==> src/rtl/arp_pkg.sv <==
// Shared definitions for the arpeggio sequencer: pattern codes, FSM states,
// REST marker and the LFSR seed/taps used by RANDOM mode.
package arp_pkg;

    typedef enum logic [1:0] {
        PAT_UP     = 2'd0,
        PAT_DOWN   = 2'd1,
        PAT_UPDOWN = 2'd2,
        PAT_RANDOM = 2'd3
    } pattern_e;

    typedef enum logic {
        ST_IDLE = 1'b0,
        ST_PLAY = 1'b1
    } state_e;

    localparam int unsigned REST = 0;

    localparam logic [15:0] LFSR_SEED = 16'hACE1;
    // x^16 + x^14 + x^13 + x^11 -> feedback from bits 15, 13, 12, 10
    localparam logic [15:0] LFSR_TAPS = 16'hB400;

endpackage

==> src/rtl/arp_lfsr.sv <==
// 16-bit Fibonacci LFSR with step enable; reseeds on asynchronous reset.
module arp_lfsr
    import arp_pkg::*;
(
    input  logic        clk,
    input  logic        rst_n,
    input  logic        step,
    output logic [15:0] value
);

    logic [15:0] lfsr_q, lfsr_d;

    always_comb begin
        lfsr_d = lfsr_q;
        if (step) begin
            lfsr_d = {lfsr_q[14:0], ^(lfsr_q & LFSR_TAPS)};
        end
    end

    always_ff @(posedge clk or negedge rst_n) begin
        if (!rst_n) begin
            lfsr_q <= LFSR_SEED;
        end else begin
            lfsr_q <= lfsr_d;
        end
    end

    assign value = lfsr_q;

endmodule

==> src/rtl/arp_sequencer.sv <==
// Arpeggiator: steps through a small chord table at a tick-counted note
// length and presents the sounding slot's phase increment to a DDS.
module arp_sequencer
    import arp_pkg::*;
#(
    parameter int unsigned PHASE_WIDTH = 32,
    parameter int unsigned MAX_NOTES   = 4,
    parameter int unsigned DUR_WIDTH   = 16
) (
    input  logic                   clk,
    input  logic                   rst_n,
    input  logic                   sample_tick,
    input  logic                   run,
    input  logic [1:0]             pattern,
    input  logic [2:0]             num_notes,
    input  logic [DUR_WIDTH-1:0]   note_dur,
    input  logic                   wr_en,
    input  logic [1:0]             wr_addr,
    input  logic [PHASE_WIDTH-1:0] wr_data,
    output logic [PHASE_WIDTH-1:0] delta,
    output logic [1:0]             note_idx,
    output logic                   note_start,
    output logic                   gate
);

    state_e                 state_q, state_d;
    logic [1:0]             idx_q, idx_d;
    logic                   dir_down_q, dir_down_d;
    logic [DUR_WIDTH-1:0]   dur_cnt_q, dur_cnt_d;
    logic [PHASE_WIDTH-1:0] delta_q, delta_d;
    logic                   gate_q, gate_d;
    logic                   note_start_q, note_start_d;
    logic [PHASE_WIDTH-1:0] chord_q [MAX_NOTES];
    logic [PHASE_WIDTH-1:0] chord_d [MAX_NOTES];

    pattern_e               pat;
    logic [2:0]             num_eff, last, idx3, adv_idx;
    logic                   adv_dir_down;
    logic [DUR_WIDTH-1:0]   dur_eff;
    logic [7:0]             rnd;
    logic [15:0]            lfsr_val;
    logic                   lfsr_step;
    logic                   load;
    logic [1:0]             load_idx;

    arp_lfsr u_lfsr (
        .clk   (clk),
        .rst_n (rst_n),
        .step  (lfsr_step),
        .value (lfsr_val)
    );

    assign pat  = pattern_e'(pattern);
    assign idx3 = {1'b0, idx_q};
    assign last = num_eff - 3'd1;
    assign rnd  = lfsr_val[7:0] % {5'd0, num_eff};

    always_comb begin
        if (num_notes == 3'd0) begin
            num_eff = 3'd1;
        end else if (32'(num_notes) > MAX_NOTES) begin
            num_eff = 3'(MAX_NOTES);
        end else begin
            num_eff = num_notes;
        end
        dur_eff = (note_dur == '0) ? DUR_WIDTH'(1) : note_dur;
    end

    // Index the sequence would move to if the current note ends this cycle
    always_comb begin
        adv_idx      = '0;
        adv_dir_down = 1'b0;
        if (idx3 >= num_eff) begin
            adv_idx = (pat == PAT_DOWN) ? last : 3'd0;
        end else begin
            case (pat)
                PAT_UP:   adv_idx = (idx3 == last) ? 3'd0 : idx3 + 3'd1;
                PAT_DOWN: adv_idx = (idx3 == 3'd0) ? last : idx3 - 3'd1;
                PAT_UPDOWN: begin
                    if (num_eff == 3'd1) begin
                        adv_idx = 3'd0;
                    end else if (!dir_down_q) begin
                        if (idx3 == last) begin
                            adv_idx      = idx3 - 3'd1;
                            adv_dir_down = 1'b1;
                        end else begin
                            adv_idx = idx3 + 3'd1;
                        end
                    end else if (idx3 == 3'd0) begin
                        adv_idx = 3'd1;
                    end else begin
                        adv_idx      = idx3 - 3'd1;
                        adv_dir_down = 1'b1;
                    end
                end
                default:  adv_idx = rnd[2:0];
            endcase
        end
    end

    always_comb begin
        state_d    = state_q;
        idx_d      = idx_q;
        dir_down_d = dir_down_q;
        dur_cnt_d  = dur_cnt_q;
        delta_d    = delta_q;
        gate_d     = gate_q;
        load       = 1'b0;
        load_idx   = '0;
        lfsr_step  = 1'b0;
        chord_d    = chord_q;
        if (wr_en && (32'(wr_addr) < MAX_NOTES)) begin
            chord_d[wr_addr] = wr_data;
        end

        case (state_q)
            ST_IDLE: begin
                dur_cnt_d  = '0;
                delta_d    = '0;
                gate_d     = 1'b0;
                dir_down_d = 1'b0;
                if (run) begin
                    state_d  = ST_PLAY;
                    load     = 1'b1;
                    load_idx = (pat == PAT_DOWN) ? last[1:0] : 2'd0;
                end
            end
            default: begin
                if (!run) begin
                    state_d    = ST_IDLE;
                    dur_cnt_d  = '0;
                    delta_d    = '0;
                    gate_d     = 1'b0;
                    dir_down_d = 1'b0;
                end else if (sample_tick) begin
                    if (dur_cnt_q == dur_eff - DUR_WIDTH'(1)) begin
                        dur_cnt_d  = '0;
                        load       = 1'b1;
                        load_idx   = adv_idx[1:0];
                        dir_down_d = adv_dir_down;
                        lfsr_step  = (pat == PAT_RANDOM);
                    end else begin
                        dur_cnt_d = dur_cnt_q + DUR_WIDTH'(1);
                    end
                end
            end
        endcase

        // Reads chord_q, so a same-edge write to this slot is heard next time
        if (load) begin
            idx_d   = load_idx;
            delta_d = chord_q[load_idx];
            gate_d  = (chord_q[load_idx] != PHASE_WIDTH'(REST));
        end
        note_start_d = load;
    end

    always_ff @(posedge clk or negedge rst_n) begin
        if (!rst_n) begin
            state_q      <= ST_IDLE;
            idx_q        <= '0;
            dir_down_q   <= 1'b0;
            dur_cnt_q    <= '0;
            delta_q      <= '0;
            gate_q       <= 1'b0;
            note_start_q <= 1'b0;
            chord_q      <= '{default: '0};
        end else begin
            state_q      <= state_d;
            idx_q        <= idx_d;
            dir_down_q   <= dir_down_d;
            dur_cnt_q    <= dur_cnt_d;
            delta_q      <= delta_d;
            gate_q       <= gate_d;
            note_start_q <= note_start_d;
            chord_q      <= chord_d;
        end
    end

    assign delta      = delta_q;
    assign note_idx   = idx_q;
    assign note_start = note_start_q;
    assign gate       = gate_q;

endmodule

==> config.mk <==
export PLATFORM = sky130hd
export DESIGN_NAME = arp_sequencer
export DESIGN_NICKNAME = d
export VERILOG_FILES = /design/src/rtl/arp_pkg.sv /design/src/rtl/arp_lfsr.sv /design/src/rtl/arp_sequencer.sv
export SDC_FILE = /design/constraint.sdc
export NUM_CORES = 1
export LEC_CHECK = 0
export BUFFER_PORTS_ARGS = -buffer_cell sky130_fd_sc_hd__buf_2
export CAP_MARGIN = 20
export CORE_AREA = 5 5 201 203
export CTS_CLUSTER_DIAMETER = 200
export DETAILED_ROUTE_END_ITERATION = 8
export DIE_AREA = 0 0 206 208
export GPL_TIMING_DRIVEN = 0
export HOLD_SLACK_MARGIN = 0.03
export SLEW_MARGIN = 25
export SYNTH_ARGS = -nofsm -noshare
export SYNTH_HDL_FRONTEND = slang
export SYNTH_SLANG_ARGS = --single-unit
==> constraint.sdc <==
create_clock -name clk -period 9.6 [get_ports clk]
set_input_delay 0 -clock clk [delete_from_list [all_inputs] [get_ports clk]]
set_output_delay 0 -clock clk [all_outputs]
set_load 0.05 [all_outputs]
==> flow_summary.yaml <==
sta:
  rsz0062_at_grt: "true"
  worst_pin_slew_ns: 1.14
  fin_crit_sh_pct: 103
  slew_violations: 0
  setup_viol: 34
  finalWorstSetupSlack_ns: -0.302
  finalCriticalPeriod_ns: 9.90
  max_freq_mhz: 101
  hold_viol: 0
  slew_headroom_pct: 23.0
  skew_ns: 0.0145
setup_path:
  end_kind: "register"
  crit_type: "reg2reg"
  slowest_stage: "dfstp_2"
  crit_family: "compound AO/OA/AOI/OAI gates"
  critPathMostFrequentCell: "ha_1"
  start_kind: "register"
  cp_max_fo: 6
  arrival_ns: 10.22
  crit_buf_inv: 6
  required_ns: 9.92
  slowest_delay_ns: 0.56
floorplan:
  rows: 72
  die-area_sq_mm: 0.0428
  boundaryPins: 96
  fp.dieW_microns: 206
  core_sq_mm: 0.0383
  die_y_microns: 208
  initial_core_util_pct: 29.5
synthesis:
  ys_seq_area_share_pct: 43.9
  yosysUniqueCellTypes: 76
  yosys_register_bits: 198
  synthCells: 1005
  synthFlopType: "dfrtp_1"
  synthArstFlopShare_pct: 100
  yosysWarnings: 0
  synth_area_sq_mm: 0.0113
  synth_edf_count: 0
  syn-num-nets: 1094
  syn_area_per_cell_sq_um: 11.2
placed_design:
  gp_congestion: 0.841
  port_buffers: 94
  dpl.hpwl_microns: 22800
  dpl_cell_area_sq_mm: 0.0125
  place_ws_ns: -1.71
power_and_ir_drop:
  finalPower_mw: 2.44
  ir_worst_vdd_mv: 0.119
  powerDensity_mw_per_mm2: 167
  power_leakage_nw: 5.91
final_layout:
  finalInstanceArea_sq_mm: 0.0147
  final_common_cell: "dfrtp_1"
  nets: 1294
  num_antenna_cells: 0
  fillers: 3724
  multiInputGateArea_sq_mm: 0.00667
  area.sequential_sq_mm: 0.00496
  area_growth_pct: 29.7
  postLayoutCoreUtil_pct: 38.3
  drive_gt1_share_pct: 41.7
  final_cell_mix: "dfrtp_1, mux2_2, buf_2"
cts:
  cts_tree: "done"
  cts_buffer_depth: 2
  clk_latency_ns: 0.44
  htree_levels: 4
  numCtsBuffers: 17
  cts_root_buffer: "clkbuf_16"
  path_clk_slew_ns: 0.08
  clock_sinks: 198
routing:
  drtPass1Iterations: 5
  num_vias: 8951
  wire_per_inst_microns: 18.8
  drc_errors: 0
  drt_iter0_drc: 512
  wl_microns: 32700
  avgViaCountPerCell: 5.16
  drtAntennaViolNets: 0
status:
  violations: "setup timing"
  status: "complete, but fails checks"
worst_hold_path:
  hp-class: "in2async"
global_route:
  antenna_found_initial: 0
  grt_max_degree: 92
  grt_util_all_layers_pct: 14.9
  overflow: 0
  grt_pass1_wl_microns: 51000
  grt_pass1_vias: 9035
flow_run:
  cap_violations: 0
## per-layer routing
metal / vias up / wire, microns / GRT usage (%)
met2: 227 / 15900 / 24.7
met3: 27 / 1350 / 2.48
met1: 4527 / 15100 / 20.8
li1: 4170 / - / -
met5: - / 0 / 0
met4: 0 / 380 / 2.64
## per-stage QoR
| step | hold WS, ns | TNS [ns] | cells |
|---|---|---|---|
| final | 0.0490 | -8.99 | 1736 |
| after detailed placement | -0.0591 | -56.26 | 1619 |
| after floorplan | -0.296 | 0 | 1005 |
| after CTS | 0.0578 | -0.122 | 1725 |
| after global routing | 0.0619 | -24.83 | 1736 |
| after global placement | 0.167 | -53.02 | 1617 |
## synth_stat cells (all sizes together) (9+ instances only)
cell type	instances	area (sq um)
a211oi	70	703
a21boi	36	274
a21oi	46	230
and2	16	100
buf	17	145
clkbuf	38	143
dfrtp	190	4750
ha	28	350
inv	23	86.3
mux2	143	1610
mux2i	39	394
nand2	34	128
nand3	12	60.1
nand4	18	113
nor2	31	116
nor3	16	85.1
nor3b	34	260
nor4	38	238
o21a	9	70.1
o21ai	36	188
or3	9	56.3
xnor2	31	272
xor2	10	87.6
## sequential cells by signal, indices dropped and copies added (netlist names)
register / flops
chord_q: 128
state_q: 1
delta: 32
dir_down_q: 1
u_lfsr.value: 16
gate: 1
dur_cnt_q: 16
note_idx: 2
note_start: 1
## area by class of cell
cell class	instances	share of cell area, %
buffer	51	2.19
timing repair buffer	185	9.39
tap	518	4.42
multi-input combinational	729	45.5
inverter	23	0.606
sequential	198	33.9
clock buffer	19	3.02
clock inverter	13	0.939
## report_power, final
part	leakage, nW	switching (mW)	internal [mW]	total [mW]
sequential	2.42	0.121	0.952	1.07
combinational	3.21	0.334	0.329	0.662
clock	0.282	0.353	0.353	0.706
## final timing paths
kind	startpoint	endpoint	slack (ns)	cells past startpoint
setup / recovery	u_lfsr.value[7]$_DFFE_PN1P_	delta[7]$_DFFE_PN0P_	-0.30	51
hold / removal	rst_n	delta[7]$_DFFE_PN0P_	0.05	2
setup reg to reg	u_lfsr.value[7]$_DFFE_PN1P_	delta[7]$_DFFE_PN0P_	-0.30	51
hold reg to reg	u_lfsr.value[8]$_DFFE_PN0P_	u_lfsr.value[9]$_DFFE_PN0P_	0.50	1
max in group asynchronous	rst_n	dur_cnt_q[11]$_DFFE_PN0P_	8.73	3
min in group clk	wr_addr[0]	chord_q[97]$_DFFE_PN0P_	0.12	3
## what timing repair did
action	CTS	global route
buffers inserted	38	13
hold buffers	35	0
cloned	2	3
setup endpoints to repair	35	35
endpoints found under the hold margin	322	0
pin swaps	28	45
gates resized for setup	73	101
## cell families (layout without fill, tap and decap cells)
kind of cell / Yosys count / count (layout) / share of synthesized area [%]
adders and majority gates: 29 / 29 / 3.28
muxes: 182 / 182 / 17.8
xor gates and xnor gates: 41 / 41 / 3.18
and+or+nand+nor: 246 / 246 / 12.9
buffers and inverters: 78 / 291 / 3.31
DFF: 198 / 198 / 43.9
AOI/OAI and AO/OA: 231 / 231 / 15.7
Note: power is estimated with default switching activity, not from simulation.
